<file path="src/rtl/dot_sched_pkg.sv">
// Shared constants and the FSM state type of the dot-product scheduler.
package dot_sched_pkg;

    localparam int DATA_WIDTH = 8;
    localparam int VEC_LENGTH = 3;
    localparam int ACC_W      = 2*DATA_WIDTH + $clog2(VEC_LENGTH);

    typedef enum logic [1:0] {
        IDLE   = 2'd0,
        LOAD_A = 2'd1,
        LOAD_B = 2'd2,
        DONE   = 2'd3
    } dot_sched_state_t;

endpackage

</file>
<file path="src/rtl/rr_arbiter.sv">
// Combinational round-robin pick: first requesting index at or after ptr.
module rr_arbiter #(
    parameter int NUM_REQ = 4
) (
    input  logic [NUM_REQ-1:0]         req,
    input  logic [$clog2(NUM_REQ)-1:0] ptr,
    output logic                       gnt_valid,
    output logic [$clog2(NUM_REQ)-1:0] gnt_idx
);
    import dot_sched_pkg::*;

    localparam int ID_W = $clog2(NUM_REQ);

    // Scan from the farthest offset down so the nearest requester wins last.
    always_comb begin
        int j;
        gnt_valid = 1'b0;
        gnt_idx   = ptr;
        for (int i = NUM_REQ-1; i >= 0; i--) begin
            j = int'(ptr) + i;
            if (j >= NUM_REQ) j = j - NUM_REQ;
            if (req[ID_W'(j)]) begin
                gnt_valid = 1'b1;
                gnt_idx   = ID_W'(j);
            end
        end
    end

endmodule

</file>
<file path="src/rtl/dot_product_sched.sv">
// Round-robin scheduler sharing one unsigned dot-product MAC among NUM_REQ requesters.
// Optional stall timeout is built in when DOT_SCHED_TIMEOUT_EN is defined.
module dot_product_sched #(
    parameter int NUM_REQ     = 4,
    parameter int DATA_WIDTH  = dot_sched_pkg::DATA_WIDTH,
    parameter int VEC_LENGTH  = dot_sched_pkg::VEC_LENGTH,
    parameter int ACC_W       = 2*DATA_WIDTH + $clog2(VEC_LENGTH),
    parameter int TIMEOUT_CYC = 16
) (
    input  logic                          clk,
    input  logic                          resetn,
    input  logic [NUM_REQ-1:0]            req_valid,
    input  logic [NUM_REQ*DATA_WIDTH-1:0] req_din,
    output logic [NUM_REQ-1:0]            req_ready,
    output logic                          res_valid,
    input  logic                          res_ready,
    output logic [ACC_W-1:0]              res_data,
    output logic [$clog2(NUM_REQ)-1:0]    res_id,
    output logic                          res_err,
    output logic                          busy,
    output logic [1:0]                    dbg_state
);
    import dot_sched_pkg::*;

    // Handshakes: a beat moves when req_valid[i] && req_ready[i] at a rising clk;
    // a result moves when res_valid && res_ready. Valid never waits on ready.

    localparam int ID_W   = $clog2(NUM_REQ);
    localparam int IDX_W  = (VEC_LENGTH > 1) ? $clog2(VEC_LENGTH) : 1;
    localparam int PROD_W = 2*DATA_WIDTH;

    dot_sched_state_t      state;
    logic [ID_W-1:0]       gnt_id;
    logic [ID_W-1:0]       ptr;
    logic [ID_W-1:0]       ptr_next;
    logic [ID_W-1:0]       arb_idx;
    logic                  arb_valid;
    logic [IDX_W-1:0]      idx;
    logic [DATA_WIDTH-1:0] a_mem [VEC_LENGTH];
    logic [ACC_W-1:0]      acc;
    logic [ACC_W-1:0]      acc_next;
    logic [PROD_W-1:0]     prod;
    logic [DATA_WIDTH-1:0] din_sel;
    logic                  beat;
    logic                  last_idx;
    logic                  stall_hit;

    rr_arbiter #(.NUM_REQ(NUM_REQ)) u_arb (
        .req       (req_valid),
        .ptr       (ptr),
        .gnt_valid (arb_valid),
        .gnt_idx   (arb_idx)
    );

    assign ptr_next  = (arb_idx == ID_W'(NUM_REQ-1)) ? '0 : arb_idx + 1'b1;
    assign din_sel   = req_din[int'(gnt_id)*DATA_WIDTH +: DATA_WIDTH];
    assign beat      = req_valid[gnt_id] & req_ready[gnt_id];
    assign last_idx  = (idx == IDX_W'(VEC_LENGTH-1));
    assign prod      = a_mem[idx] * din_sel;
    assign acc_next  = acc + ACC_W'(prod);
    assign busy      = (state != IDLE);
    assign dbg_state = state;

`ifdef DOT_SCHED_TIMEOUT_EN
    localparam int STALL_W = $clog2(TIMEOUT_CYC+1);
    logic [STALL_W-1:0] stall_cnt;

    assign stall_hit = ((state == LOAD_A) || (state == LOAD_B)) && !req_valid[gnt_id]
                       && (stall_cnt == STALL_W'(TIMEOUT_CYC-1));

    always_ff @(posedge clk) begin
        if (!resetn || (state == IDLE) || (state == DONE) || beat)
            stall_cnt <= '0;
        else if (!req_valid[gnt_id])
            stall_cnt <= stall_cnt + 1'b1;
    end
`else
    // Without the timeout a stalled requester simply keeps the MAC.
    logic unused_timeout_cfg;
    assign unused_timeout_cfg = (TIMEOUT_CYC != 0);
    assign stall_hit = 1'b0;
`endif

    always_ff @(posedge clk) begin
        if (!resetn) begin
            state     <= IDLE;
            gnt_id    <= '0;
            ptr       <= '0;
            idx       <= '0;
            acc       <= '0;
            req_ready <= '0;
            res_valid <= 1'b0;
            res_data  <= '0;
            res_id    <= '0;
            res_err   <= 1'b0;
            for (int i = 0; i < VEC_LENGTH; i++) a_mem[i] <= '0;
        end else begin
            case (state)
                IDLE: begin
                    if (arb_valid) begin
                        gnt_id    <= arb_idx;
                        ptr       <= ptr_next;
                        idx       <= '0;
                        req_ready <= NUM_REQ'(1) << arb_idx;
                        state     <= LOAD_A;
                    end
                end
                LOAD_A: begin
                    if (stall_hit) begin
                        req_ready <= '0;
                        res_valid <= 1'b1;
                        res_data  <= '0;
                        res_id    <= gnt_id;
                        res_err   <= 1'b1;
                        state     <= DONE;
                    end else if (beat) begin
                        a_mem[idx] <= din_sel;
                        if (last_idx) begin
                            idx   <= '0;
                            acc   <= '0;
                            state <= LOAD_B;
                        end else begin
                            idx <= idx + 1'b1;
                        end
                    end
                end
                LOAD_B: begin
                    if (stall_hit) begin
                        req_ready <= '0;
                        res_valid <= 1'b1;
                        res_data  <= '0;
                        res_id    <= gnt_id;
                        res_err   <= 1'b1;
                        state     <= DONE;
                    end else if (beat) begin
                        if (last_idx) begin
                            req_ready <= '0;
                            res_valid <= 1'b1;
                            res_data  <= acc_next;
                            res_id    <= gnt_id;
                            res_err   <= 1'b0;
                            idx       <= '0;
                            state     <= DONE;
                        end else begin
                            acc <= acc_next;
                            idx <= idx + 1'b1;
                        end
                    end
                end
                DONE: begin
                    // Result registers keep their value after the handshake.
                    if (res_ready) begin
                        res_valid <= 1'b0;
                        state     <= IDLE;
                    end
                end
                default: state <= IDLE;
            endcase
        end
    end

endmodule
</file>
<file path="config.mk">
export PLATFORM = sky130hd
export DESIGN_NAME = dot_product_sched
export DESIGN_NICKNAME = d
export VERILOG_FILES = /design/src/rtl/dot_sched_pkg.sv /design/src/rtl/rr_arbiter.sv /design/src/rtl/dot_product_sched.sv
export SDC_FILE = /design/constraint.sdc
export NUM_CORES = 1
export LEC_CHECK = 0
export CAP_MARGIN = 20
export CORE_MARGIN = 4
export CORE_UTILIZATION = 62
export CTS_CLUSTER_DIAMETER = 150
export CTS_CLUSTER_SIZE = 40
export DETAILED_ROUTE_END_ITERATION = 7
export GPL_TIMING_DRIVEN = 0
export PLACE_DENSITY = 0.83
export SYNTH_ARGS = -nofsm -noshare
export SYNTH_HDL_FRONTEND = slang
export SYNTH_SLANG_ARGS = --single-unit
</file>
<file path="constraint.sdc">
create_clock -name clk -period 9.8 [get_ports clk]
set_input_delay 1.96 -clock clk [delete_from_list [all_inputs] [get_ports clk]]
set_output_delay 1.96 -clock clk [all_outputs]
set_load 0.01 [all_outputs]
</file>
Yosys cells after proc, flatten, opt, wreduce, memory -nomap -nowiden
Memory sizes are Yosys's and may differ from the RTL's. A register that Yosys moved wholly into a read port is not among the register bits.
Index checks and enable logic that the tools add are counted.
Widths: inputs -> output; s select.
{"block": "totals", "reg_bits": 51, "latchBits": 0, "ramBits": 24, "mem_bits_ro": 0, "in_bits": 39, "elab_cells": 124, "memories": 1}
{"block": "op_classes", "addsub": 10, "n_mul": 1, "div": 0, "magnitude_cmp": 9, "eq_ne": 13, "n_shift": 2, "muxes": 63, "bitwise_logic": 1, "reduce_logical": 15}
{"memory": "a_mem", "depth": 3, "width": 8, "read_ports": 1, "rd_clocked_by_memory_dff": 1, "write_ports": 3, "line": "dot_product_sched.sv:39", "source": "logic [DATA_WIDTH-1:0] a_mem [VEC_LENGTH];"}
{"cell": "$mux 18", "n": 4}
{"cell": "$mux 2", "n": 21}
{"cell": "$pmux 18 s2", "n": 1}
{"cell": "$shiftx 32x6->8", "n": 1}
{"cell": "$mux 1", "n": 23}
{"cell": "$add 18x16->18", "n": 1}
{"cell": "$lt 2x4->1 const B", "n": 4}
{"cell": "$mul 8x8->16", "n": 1}
{"cell": "$ne 2x2->1 const B", "n": 7}
{"cell": "$bmux 1 s2", "n": 6}
{"cell": "$mux 4", "n": 3}
{"cell": "$reduce_bool 2->1", "n": 5}
{"cell": "$ge 3x3->1 const B", "n": 3}
{"cell": "$eq 2x2->1 const B", "n": 4}
{"cell": "$mux 8", "n": 1}
{"cell": "$pmux 2 s4", "n": 1}
{"cell": "$pmux 4 s2", "n": 1}
{"cell": "$reduce_and 4->1", "n": 2}
{"cell": "$reduce_or 8->1", "n": 1}
{"cell": "$sub 2x1->2 const B", "n": 4}
{"cell": "$add 2x2->3 const B", "n": 2}
{"cell": "$reduce_and 3->1", "n": 2}
{"cell": "$reduce_and 6->1", "n": 1}
{"cell": "$reduce_and 5->1", "n": 1}
{"cell": "other kinds (13)", "n": 14}

Depth between registers and ports, before layout
{"block": "logic_depth", "word_depth": 14, "depth_mapped": 20}

Hierarchy
From an unflattened synthesis, not the netlist that was laid out.
{"block": "unflattened", "cells_unflattened": 693, "area_unflattened_um2": 6452.4}
{"mod": "dot_product_sched", "instances": 1, "cells_each": 677, "area_per_inst_um2": 6352.3, "seq_area_each_um2": 2021.9}
{"mod": "rr_arbiter", "instances": 1, "cells_each": 16, "area_per_inst_um2": 100.1, "seq_area_each_um2": 0.0}

Worst setup path before layout
OpenSTA, ideal clock, no wires.
{"block": "synth_timing", "path_kind": "input -> register", "startpoint": "in req_din[28]", "endpoint": "reg acc[17]", "t_arrival_ps": 6650, "setup_slack_ps": 3033, "cell_stages": 17, "n_path_buf": 1, "path_cell_list": "mux4_2 > clkbuf_1 > and2_1 > fa_1 > inv_1 > fa_1 > fa_1 > fa_1 > inv_1 > ha_1 > and3_1 > a2111oi_2 > o221a_2 > o31ai_2 > xor2_1 > o22ai_1 > a22o_1"}
{"block": "synth_between", "elab_chain_len": 6}
{"item": "start: declaration", "line": "dot_product_sched.sv:13", "source": "input logic [NUM_REQ*DATA_WIDTH-1:0] req_din,"}
{"item": "$shiftx 32x6->8", "line": "dot_product_sched.sv:56", "source": "assign din_sel = req_din[int'(gnt_id)*DATA_WIDTH +: DATA_WIDTH];"}
{"item": "named net din_sel[4]", "line": "dot_product_sched.sv:43", "source": "logic [DATA_WIDTH-1:0] din_sel;"}
{"item": "$mul 8x8->16", "line": "dot_product_sched.sv:59", "source": "assign prod = a_mem[idx] * din_sel;"}
{"item": "$add 18x16->18", "line": "dot_product_sched.sv:60", "source": "assign acc_next = acc + ACC_W'(prod);"}
{"item": "$mux 18", "line": "dot_product_sched.sv:136", "source": "if (last_idx) begin"}
{"item": "$mux 18", "line": "dot_product_sched.sv:135", "source": "end else if (beat) begin"}
{"item": "$pmux 18 s2", "line": "dot_product_sched.sv:98", "source": "case (state)"}
{"item": "end signal: assignment", "line": "dot_product_sched.sv:145", "source": "acc <= acc_next;"}
{"item": "end: declaration", "line": "dot_product_sched.sv:40", "source": "logic [ACC_W-1:0] acc;"}
The timed path passes the listed nets, and every way through them passes these cells. The select of a mux whose other input is x is not followed.
A chain may end at the register's enable or synchronous reset.

Worst setup path after layout
Ends and elaborated chain as after synthesis.

==> flow_results.org <==
** Logic synthesis
- Sequential-to-total area share from yosys stat :: 31.8%
- Yosys warnings :: 0
- The synthesized netlist contains 59 unique library cells.
- Net count of the mapped netlist :: 812
- Main synth FF type :: sky130_fd_sc_hd__dfxtp_1
- In the post-synthesis netlist, the biggest area contributors are sky130_fd_sc_hd__dfxtp_1, sky130_fd_sc_hd__fa_1, sky130_fd_sc_hd__edfxtp_1.
- Register bit count reported by yosys :: 85
- sky130_fd_sc_hd__dfxtp_1 takes more of the synthesized area than any other cell.
- Summing every instance area after synthesis gives 0.00635 sq mm.
- Of all flip-flops after synthesis, the portion carrying an async set or reset was 0%.
- Number of enable flip-flop cells after synthesis :: 32
- Commonest cells in the netlist :: sky130_fd_sc_hd__inv_1, sky130_fd_sc_hd__nand2_1, sky130_fd_sc_hd__dfxtp_1, sky130_fd_sc_hd__nor2_1, sky130_fd_sc_hd__fa_1
- The most common cell in the synthesized netlist is sky130_fd_sc_hd__inv_1.
- Per-instance average area after synthesis :: roughly 9.4 sq um
- After synthesis, the largest area contributor takes up around 17% of total cell area.
- Synthesized netlist cell count :: 675

** Timing
- The final critical path takes up around three quarters of the cycle.
- Setup violations remaining at the end of the flow were counted as 0.
- In the final timing run, aggregate negative setup slack is 0 ns.
- Subtracting the final worst setup slack from the clock period gives 7.37 ns.
- Final hold violations :: 0
- The final max-slew violation count was 0.
- Max Clk Rate :: around 0.14 GHz
- Max-Slew Margin vs Limit :: 51.7%
- Across the routed clock network, the largest skew measured is ~0.012 ns.
- At the pin with the least slew margin, the transition time is 0.724 ns.
- RSZ-0062 raised after global routing :: false
- On the final layout, the worst hold slack is between 0.4 and 0.5 ns.

** Placement
- Post-detailed-placement half-perimeter wirelength :: approximately 12 mm
- Routability-driven placement congestion ratio :: approximately 0.85
- Port Buffers :: 65
- Summing all placed instances gives a cell area of 0.00717 sq mm.

** Clocking
- Total clock sinks :: 85
- H-Tree Depth :: 3
- Worst-path clk slew :: approximately 0.090 ns
- Number of buffers on the longest clock path :: 2
- TritonCTS built the clock tree.
- Number of buffers created by CTS :: 9
- Clock tree root buffer cell :: sky130_fd_sc_hd__clkbuf_8
- Clock latency on the worst-skew pair, taken at its later pin, is about 0.37 ns.
- Number of buffers added to fix hold violations after cts :: 0
- Post-CTS setup repair buffer count :: 0
- Post-CTS repair changed the size of 0 cells.

** Setup path
- The worst setup path is captured at a register.
- By startpoint and endpoint, the worst setup path is classified as in2reg.
- STA puts the critical path data required time at 10.07 ns.
- The worst register-to-register path has a depth of 17.
- Data arrives at the worst endpoint at ~7.6 ns.
- Critical-path maximum fanout :: 10
- The worst setup path is launched from a primary input.
- Setup slack on the worst reg-to-reg path comes out at ~3.5 ns.
- Worst reg2reg endpoint :: acc[17]

** Die
- Row generation in the floorplan step produced 36 rows.
- Die Y :: between 100 and 150 microns
- Ports :: 68
- Area of the die :: around 0.012 sq mm
- The core region is ~0.01 sq mm.
- In this run the horizontal extent of the chip is 109 microns.
- The initial utilization of the core area, before any placement, comes to ~64%.

** Final layout
- In the final layout, the share of cells above drive strength 1 is under 10%.
- Total of fill cells in the finished design :: 704
- Post-route cell area :: 0.00740 sq mm
- The net count of the finished layout is 888.
- For this run, the share of the core covered by cells in the final layout is around three quarters.
- Seq. cell area :: approximately 0.002 sq mm
- The number of antenna diodes in the final layout is 0.
- Layout-stage area growth over the synthesis result :: 16.4%
- Total area of multi-input combinational cells :: 0.00379 sq mm

** GRT
- The number of antenna violations at the first check in global routing came to 0.
- Global-route wire length before repair :: approximately 25 mm
- Total overflow reported by the global router :: 0
- Maximum number of pins on one net before global-route repair :: 17
- In the global route stage, overall resource usage came out at between 20% and 30%.
- The via count of the first global-routing pass came to approximately 5100.

** Pwr
- Total power consumption of the routed design :: 2.00 mW
- For this design the static power due to leakage is between 3 and 4 nW.
- IR analysis of the VDD net gives a maximum drop of approximately 0.22 mV.
- Power density relative to cell area :: 271 mW/mm^2

** Hold path
- Worst min-delay path category :: reg2reg
- Worst hold path depth :: 2
- The worst hold path begins at res_data[7].
- Hold-critical path endpoint :: res_data[7]

** Route
- Number of vias in the routed layout :: ~5000
- In the final routed layout, each cell accounts on average for between 15 and 20 microns.
- First DRT Iteration DRCs :: around 340
- The count of nets left with antenna violations once routing finished came out at 0.
- DRC violations left :: 0
- For this block, the routed nets add up to 15.1 mm of wire.
- Via-to-Cell Ratio :: about 5.7
- DRT Pass-1 Iters :: 5

** Run status
- Outcome :: finished clean

** Job
- Max-cap check violation count :: 0
## final cells by class
cell class	instances	share of cell area, %
Multi-Input combinational cell	452	51.2
Sequential cell	85	27.3
Timing Repair Buffer	65	8.80
Inverter	113	5.73
Tap cell	133	2.25
Clock buffer	9	1.67
Buffer	25	1.62
Clock inverter	7	1.37
## worst max-delay path by stage
stage	startpoint	to	slack (ns)	depth (start not counted)
2_1_floorplan	req_din[28]	acc[17]	3.03	17
3_3_place_gp	req_din[28]	acc[17]	2.17	18
3_5_place_dp	req_din[28]	acc[17]	2.10	18
4_1_cts	req_din[28]	acc[17]	2.49	18
5_1_grt	req_din[28]	acc[17]	2.17	18
6_report	req_din[28]	acc[17]	2.43	18
## cell families after synthesis
family | synth area share (%)
adders and majority gates | 25.2
other | 0.0590
buffers and inverters | 8.56
xor gates and xnor gates | 1.65
muxes | 6.67
and+or+nand+nor | 16.5
DFF | 31.8
AOI/OAI and AO/OA | 9.57
## layer usage
layer  track usage (%)  routed length (microns)
met2              44.7                     7590
met1              35.8                     6160
met3              5.80                     1020
met5                 0                        0
met4              8.82                      326
## worst max-delay path, stage by stage
cell,delay [ns]
sky130_fd_sc_hd__clkdlybuf4s50_1,0.39
sky130_fd_sc_hd__mux4_2,0.45
sky130_fd_sc_hd__clkbuf_1,0.28
sky130_fd_sc_hd__and2_1,0.27
sky130_fd_sc_hd__fa_1,0.53
sky130_fd_sc_hd__inv_1,0.05
sky130_fd_sc_hd__fa_1,0.47
sky130_fd_sc_hd__fa_1,0.52
sky130_fd_sc_hd__fa_1,0.55
sky130_fd_sc_hd__inv_1,0.04
sky130_fd_sc_hd__ha_1,0.34
sky130_fd_sc_hd__and3_1,0.18
sky130_fd_sc_hd__a2111oi_2,0.60
sky130_fd_sc_hd__o221a_2,0.32
sky130_fd_sc_hd__o31ai_2,0.08
sky130_fd_sc_hd__xor2_1,0.29
sky130_fd_sc_hd__o22ai_1,0.12
sky130_fd_sc_hd__a22o_1,0.19
## stage by stage
stage / setup slack (ns) / std cells
floorplan: 3.03 / 675
global placement: 2.17 / 873
detailed placement: 2.10 / 873
CTS: 2.49 / 889
global route: 2.17 / 889
finish: 2.43 / 889
## report_power, final
group / internal, mW / switching [mW]
Clock: 0.147 / 0.139
Combinational: 0.507 / 0.797
Sequential: 0.392 / 0.0197
## sequential cells by signal, indices dropped and copies added (netlist names), named ones only
register and flops:
dbg_state 2, res_id 2, res_data 18, a_mem 32
req_ready 4, idx 2, ptr 2, res_valid 1
acc 18, gnt_id 2
## cell usage in the layout, fill, tap and decap left out, drive strengths merged, types with 32 or more instances in the layout
master         instances
inv                  117
nand2                 95
clkdlybuf4s50         65
nor2                  53
dfxtp                 53
fa                    50
ha                    48
a21oi                 41
and2                  37
edfxtp                32
Note: power is estimated with default switching activity, not from simulation.
